===== config.mk =====
export PLATFORM = sky130hd
export DESIGN_NAME = oh_clockgate_auto
export DESIGN_NICKNAME = d
export VERILOG_FILES = /design/src/rtl/oh_clockgate_pkg.sv /design/src/rtl/oh_clockgate.sv /design/src/rtl/oh_clockgate_auto_ch.sv /design/src/rtl/oh_clockgate_auto.sv
export SDC_FILE = /design/constraint.sdc
export NUM_CORES = 1
export LEC_CHECK = 0
export CORE_ASPECT_RATIO = 1.75
export CORE_MARGIN = 2
export CORE_UTILIZATION = 40
export CTS_CLUSTER_SIZE = 24
export DETAILED_ROUTE_END_ITERATION = 8
export PLACE_DENSITY_LB_ADDON = 0.2
export SLEW_MARGIN = 15
export SYNTH_ARGS = -nofsm -noshare
export SYNTH_HDL_FRONTEND = slang
export SYNTH_SLANG_ARGS = --single-unit
export TNS_END_PERCENT = 30

===== constraint.sdc =====
create_clock -name clk -period 4.85 [get_ports clk]
set_input_delay 0.97 -clock clk [delete_from_list [all_inputs] [get_ports clk]]
set_output_delay 0.97 -clock clk [all_outputs]
set_load 0.01 [all_outputs]

===== src/rtl/oh_clockgate_pkg.sv =====
// Shared definitions for the automatic clock-gating controller: channel FSM
// encoding and counter-width helpers.
package oh_clockgate_pkg;

  typedef enum logic [1:0] {
    ST_WAKE = 2'd0,
    ST_RUN  = 2'd1,
    ST_OFF  = 2'd2
  } cg_state_e;

  function automatic int clog2(input int value);
    int res;
    res = 0;
    for (int v = value - 1; v > 0; v = v >> 1) begin
      res = res + 1;
    end
    return res;
  endfunction

  // A counter must be at least one bit wide, even when WAKE == 1.
  function automatic int wcnt_width(input int wake);
    return (clog2(wake) < 1) ? 1 : clog2(wake);
  endfunction

endpackage


===== src/rtl/oh_clockgate.sv =====
// Glitch-free clock gate cell: a latch that is transparent while clk is low, then an AND.
// Zero latency on the clock path. An enable change takes effect on the next clk high phase.
module oh_clockgate (
  input  logic clk,
  input  logic te,
  input  logic en,
  output logic eclk
);

  logic en_lat;

  // en_lat is held closed during the high phase, so eclk never produces a runt pulse.
  always_latch begin
    if (!clk) begin
      en_lat = en | te;
    end
  end

  assign eclk = clk & en_lat;

endmodule


===== src/rtl/oh_clockgate_auto_ch.sv =====
// One gating channel: WAKE/RUN/OFF FSM with an idle counter and a wake counter, on the free clock.
// en goes low at the edge ending the cfg_idle-th idle cycle. ready follows re-enable by WAKE edges.
module oh_clockgate_auto_ch
  import oh_clockgate_pkg::*;
#(
  parameter int CW   = 8,
  parameter int WAKE = 2
) (
  input  logic          clk,
  input  logic          reset,
  input  logic          cfg_force,
  input  logic          cfg_auto,
  input  logic [CW-1:0] cfg_idle,
  input  logic          busy,
  output logic          en,
  output logic          ready,
  output logic          gated
);

  localparam int            WW    = wcnt_width(WAKE);
  localparam logic [WW-1:0] WLAST = WW'(WAKE - 1);

  cg_state_e     state_q, state_d;
  logic          en_q, en_d;
  logic [CW-1:0] cnt_q, cnt_d;
  logic [WW-1:0] wcnt_q, wcnt_d;

  logic          idle_zero;
  logic          idle_ok;
  logic          wake_req;
  logic [CW:0]   cnt_inc;

  assign idle_zero = (cfg_idle == '0);
  assign idle_ok   = cfg_auto & ~cfg_force & ~busy & ~idle_zero;
  assign wake_req  = busy | cfg_force | ~cfg_auto | idle_zero;
  // The compare is one bit wider so that cnt == all-ones cannot wrap and miss the threshold.
  assign cnt_inc   = {1'b0, cnt_q} + (CW+1)'(1);

  always_comb begin
    state_d = state_q;
    en_d    = en_q;
    cnt_d   = cnt_q;
    wcnt_d  = wcnt_q;
    case (state_q)
      ST_WAKE: begin
        en_d  = 1'b1;
        cnt_d = '0;
        if (wcnt_q == WLAST) begin
          state_d = ST_RUN;
          wcnt_d  = '0;
        end else begin
          wcnt_d = wcnt_q + WW'(1);
        end
      end
      ST_RUN: begin
        en_d = 1'b1;
        if (!idle_ok) begin
          cnt_d = '0;
        end else if (cnt_inc >= {1'b0, cfg_idle}) begin
          state_d = ST_OFF;
          en_d    = 1'b0;
          cnt_d   = '0;
        end else if (cnt_q != '1) begin
          cnt_d = cnt_q + CW'(1);
        end
      end
      ST_OFF: begin
        en_d = 1'b0;
        if (wake_req) begin
          state_d = ST_WAKE;
          en_d    = 1'b1;
          wcnt_d  = '0;
        end
      end
      default: begin
        state_d = ST_WAKE;
        en_d    = 1'b1;
        cnt_d   = '0;
        wcnt_d  = '0;
      end
    endcase
  end

  always_ff @(posedge clk or posedge reset) begin
    if (reset) begin
      state_q <= ST_WAKE;
      en_q    <= 1'b1;
      cnt_q   <= '0;
      wcnt_q  <= '0;
    end else begin
      state_q <= state_d;
      en_q    <= en_d;
      cnt_q   <= cnt_d;
      wcnt_q  <= wcnt_d;
    end
  end

  assign en    = en_q;
  assign ready = (state_q == ST_RUN);
  assign gated = (state_q == ST_OFF);

endmodule


===== src/rtl/oh_clockgate_auto.sv =====
// N independent automatic clock-gating channels, each driving its own glitch-free gate cell.
// Gating happens at the cfg_idle-th idle edge. Waking takes 1 + WAKE edges from a busy request to ready.
module oh_clockgate_auto
  import oh_clockgate_pkg::*;
#(
  parameter int N    = 4,
  parameter int CW   = 8,
  parameter int WAKE = 2
) (
  input  logic          clk,
  input  logic          reset,
  input  logic          te,
  input  logic [N-1:0]  cfg_force,
  input  logic [N-1:0]  cfg_auto,
  input  logic [CW-1:0] cfg_idle,
  input  logic [N-1:0]  busy,
  output logic [N-1:0]  eclk,
  output logic [N-1:0]  ready,
  output logic [N-1:0]  gated
);

  logic [N-1:0] gate_en;

  for (genvar i = 0; i < N; i++) begin : g_ch
    oh_clockgate_auto_ch #(
      .CW   (CW),
      .WAKE (WAKE)
    ) u_ch (
      .clk       (clk),
      .reset     (reset),
      .cfg_force (cfg_force[i]),
      .cfg_auto  (cfg_auto[i]),
      .cfg_idle  (cfg_idle),
      .busy      (busy[i]),
      .en        (gate_en[i]),
      .ready     (ready[i]),
      .gated     (gated[i])
    );

    oh_clockgate u_gate (
      .clk  (clk),
      .te   (te),
      .en   (gate_en[i]),
      .eclk (eclk[i])
    );
  end

endmodule


=== After elaboration in Yosys (flattened, before gate mapping) ===
Index checks and enable logic that the tools add are counted.

* Latch bits: 4
* Word-level logic and storage cells: 206
* Flip-flop bits (word level): 48
* Output and inout port bits: 12

* $lt $le $gt $ge: 4
* Mux-type cells: 68
* Reduce and logical (&&, ||, !) cells: 17
* Bitwise gates (word level): 53
* Add/sub/neg operators: 12
* Equality and inequality tests: 32

{| class="wikitable"
|+ Operators by type and width
! cell !! count
|-
| 2-to-1 mux 8 bit || 12
|-
| one-hot mux 8 bit (2 select lines) || 4
|-
| adder 8 x 1 -> 9 bit (second input constant) || 4
|-
| greater-or-equal comparator 9 x 8 -> 1 bit || 4
|-
| adder 8 x 1 -> 8 bit (second input constant) || 4
|-
| 2-to-1 mux 2 bit || 16
|-
| inequality test 8 bit (second input constant) || 4
|-
| 2-to-1 mux 1 bit || 24
|-
| inequality test 2 bit (second input constant) || 12
|-
| one-hot mux 2 bit (3 select lines) || 4
|-
| inverter 1 bit || 21
|-
| bitwise AND 1 bit || 16
|-
| inequality test 4 bit (second input constant) || 4
|-
| OR 1 bit || 16
|-
| AND reduction 2 bit || 8
|-
| AND reduction 4 bit || 4
|-
| one-hot mux 1 bit (3 select lines) || 4
|-
| equality test 2 x 1 -> 1 bit (second input constant) || 4
|-
| equality test 2 bit (second input constant) || 4
|-
| zero test 2 bit || 4
|-
| zero test 8 bit || 1
|-
| inequality test 2 x 1 -> 1 bit (second input constant) || 4
|-
| one-hot mux 1 bit (2 select lines) || 4
|-
| adder 1 bit (second input constant) || 4
|}

=== Longest topological paths before layout ===
* Depth in word-level cells: 6
* Depth in mapped cells: 13
* Mapped depth without buffers: 12

=== Hierarchy ===
Synthesis repeated with hierarchy kept, for this count alone.

* Cells, all modules: 456
* Area, all modules: 4037.6 µm²

{| class="wikitable"
|+ Modules (own cells, without submodules)
! module !! cells each !! instances !! area each (µm²)
|-
| oh_clockgate_auto_ch at g_ch[0].u_ch ... || 112 || 3 || 980.9
|-
| oh_clockgate_auto_ch at g_ch[3].u_ch || 108 || 1 || 984.7
|-
| oh_clockgate || 3 || 4 || 27.5
|}

==> flow_metrics.tcl <==
set metrics [dict create \
    maxCapViolations 0 \
    p_comb_frac 0.292 \
    cp-end-kind "primary output" \
    overflow 0 \
    switching_share 0.311 \
    leakagePower_nw 2.14 \
    crit_type "latch2out" \
    cts_setup_buffers 0 \
    die_x_um 76.1 \
    diodes 0 \
    yosys_warnings 0 \
    crit_path_max_incr_delay_ns 0.38 \
    synth_fp_nets 470 \
    post-place-ws_ns 0.456 \
    ys_ff_latch 52 \
    syn_to_final_growth_pct 17.3 \
    clkPwrFrac 0.391 \
    synth_top_area_cell "dfrtp_1" \
    dieArea_sq_mm 0.00990 \
    ys.flop_type "dfrtp_1" \
    power_mw 1.70 \
    hold_class "reg2reg" \
    setup_viol 0 \
    worstPathArrival_ns 3.63 \
    final_area_sq_mm 0.00427 \
    synth.top_cell.area_share 0.303 \
    path_delay_family "latches" \
    powerDensity_mw_per_mm2 398 \
    drc 0 \
    pwr-share-seq 0.316 \
    synth-edff-count 0 \
    drtIter0Drc 137 \
    tightest_slew_ns 0.868 \
    cts_tree "yes" \
    startpoint "g_ch[1].u_gate.en_lat" \
    grtUsageTotal 0.175 \
    yosys-top-cells-count "ha_1 (48), dfrtp_1 (44), o21ai_0 (39)" \
    vdd_ir_drop_max_mv 0.221 \
    status "finished, final reports clean" \
    antenna_left 0 \
    r2r_slack_ns 1.64 \
    worst_r2r_path_depth 10 \
    slew_violations 0 \
    routabilityCongestion 0.819 \
    fp.dieH_um 130 \
    port-buffer-count 34 \
    grt_pass1_vias 2964 \
    wl_mm 7.85 \
    drt_pass1_iterations 4 \
    whs_endpoint "g_ch[2].u_ch.wcnt_q" \
    synthCells 399 \
    antenna_found_initial 0 \
    timing.final.ws_setup_ns 0.252 \
    rr_endpoint "g_ch[0].u_ch.cnt_q[5]" \
    timing.slew.headroom 0.421 \
    final_hold_viol_count 0 \
    min_from "g_ch[2].u_ch.wcnt_q" \
    worstPathMaxFanout 1 \
    initial_core_util 0.405 \
    slowest_stage "dlxtn_1" \
    holdWs_ns 0.516 \
    startpoint_type "latch" \
    worstPathRequired_ns 3.88 \
    insertion_delay_ns 0.40 \
    finClkSkew_ns 0.00325 \
    synth_area_sq_mm 0.00363 \
    grt_max_degree 49 \
    io_pins 35 \
    yosysMostFrequentCell "ha_1" \
    core-area_sq_mm 0.00898 \
    p_int_mw 1.17 \
    synthTopCellsByArea "dfrtp_1 (30%), ha_1 (17%), o21ai_0 (5.4%)" \
    ys_types 46 \
    min_path_cells 1 \
    p_switching_uw 528 \
    hold_buffers 0 \
    rsz0062_at_grt "false" \
    crit_chain "and2_1, dlygate4sd2_1" \
    drive_above_1_share 0.0681 \
    clkTransAtPathRegs_ns 0.07 \
    vias 2897 \
    grt_first_pass_wirelength_mm 13.5 \
    syn_area_per_cell_sq_um 9.11 \
    std_cell_rows 46 \
    dp_hpwl_mm 5.85 \
    fin_setup_tns_ns 0 \
    synthArstFlopShare 0.923 \
    wl_per_cell_um 14.4 \
    cts_resized 4 \
    place_area_sq_mm 0.00400 \
    vias_per_cell 5.31 \
    r2r_start "g_ch[0].u_ch.cnt_q[0]" \
    crit_buf_inv 1 \
    final_nets 495 \
]
cell families after synthesis:
logic type	share of synthesized area
simple gates	0.190
compound gates	0.143
buf+inv	0.0730
fa+ha+maj	0.165
flops	0.332
xor+xnor	0.0578
mux	0.0224
latches	0.0165
worst register-to-register path, cell delays in order (launching register included):
cell      delay (ns)
dfrtp_1         0.43
ha_1            0.26
and3_1          0.24
nand3_1         0.11
xnor2_1         0.23
ha_1            0.28
and3_1          0.20
a221oi_1        0.30
o211ai_1        0.32
nor3_1          0.56
a22o_1          0.22
layout by cell type, fill, tap and decap left out, drive strengths merged, types with 10 or more instances in the layout:
cell,instances
ha,48
nand2,32
xor2,11
o21ai,40
a21oi,13
nand3,22
inv,37
clkbuf,10
and3,13
clkdlybuf4s50,30
dfrtp,44
a21o,11
xnor2,13
nor2,10
how the worst max path moves through the flow:
stage | end | slack (ns) | cells past startpoint
after global placement | eclk[3] | 0.47 | 2
after detailed placement | eclk[2] | 0.46 | 2
after floorplan | eclk[1] | 0.88 | 2
final | eclk[1] | 0.25 | 2
after CTS | eclk[1] | 0.22 | 2
after global routing | eclk[3] | 0.20 | 2
layout make-up:
class	instances	area, sq um
fillers	893	4710
multi-input cells	289	2100
flip-flops and latches	52	1270
repair buffers	30	300
clock buffers	14	264
well taps	120	150
inverters	38	144
clock inverters	3	37.5
per-stage QoR:
stage,std cells,util
floorplan,399,-
global placement,533,0.446
detailed placement,533,0.446
CTS,546,0.475
global route,546,0.475
finish,546,0.475
power groups by stage:
stage	logic (mW)	clock network, mW	registers (mW)
after detailed placement	0.499	0.108	0.547
after global placement	0.492	0.108	0.545
after global routing	0.562	0.707	0.547
after floorplan	0.382	0.0922	0.532
final	0.496	0.664	0.537
after CTS	0.504	0.685	0.538
layer usage:
metal  up-vias  track usage  wire [um]
met5         -            0          0
met4         0       0.0995        233
met3        20       0.0394        254
met2        49        0.316       4170
met1      1388        0.189       3200
li1       1440            -          -
flip-flops by register name, summed over array words and instances (netlist names):
register	count
g_ch.u_ch.cnt_q	32
g_ch.u_ch.state_q	8
g_ch.u_ch.en	4
g_ch.u_ch.wcnt_q	4
g_ch.u_gate.en_lat	4
Note: power is estimated with default switching activity, not from simulation.
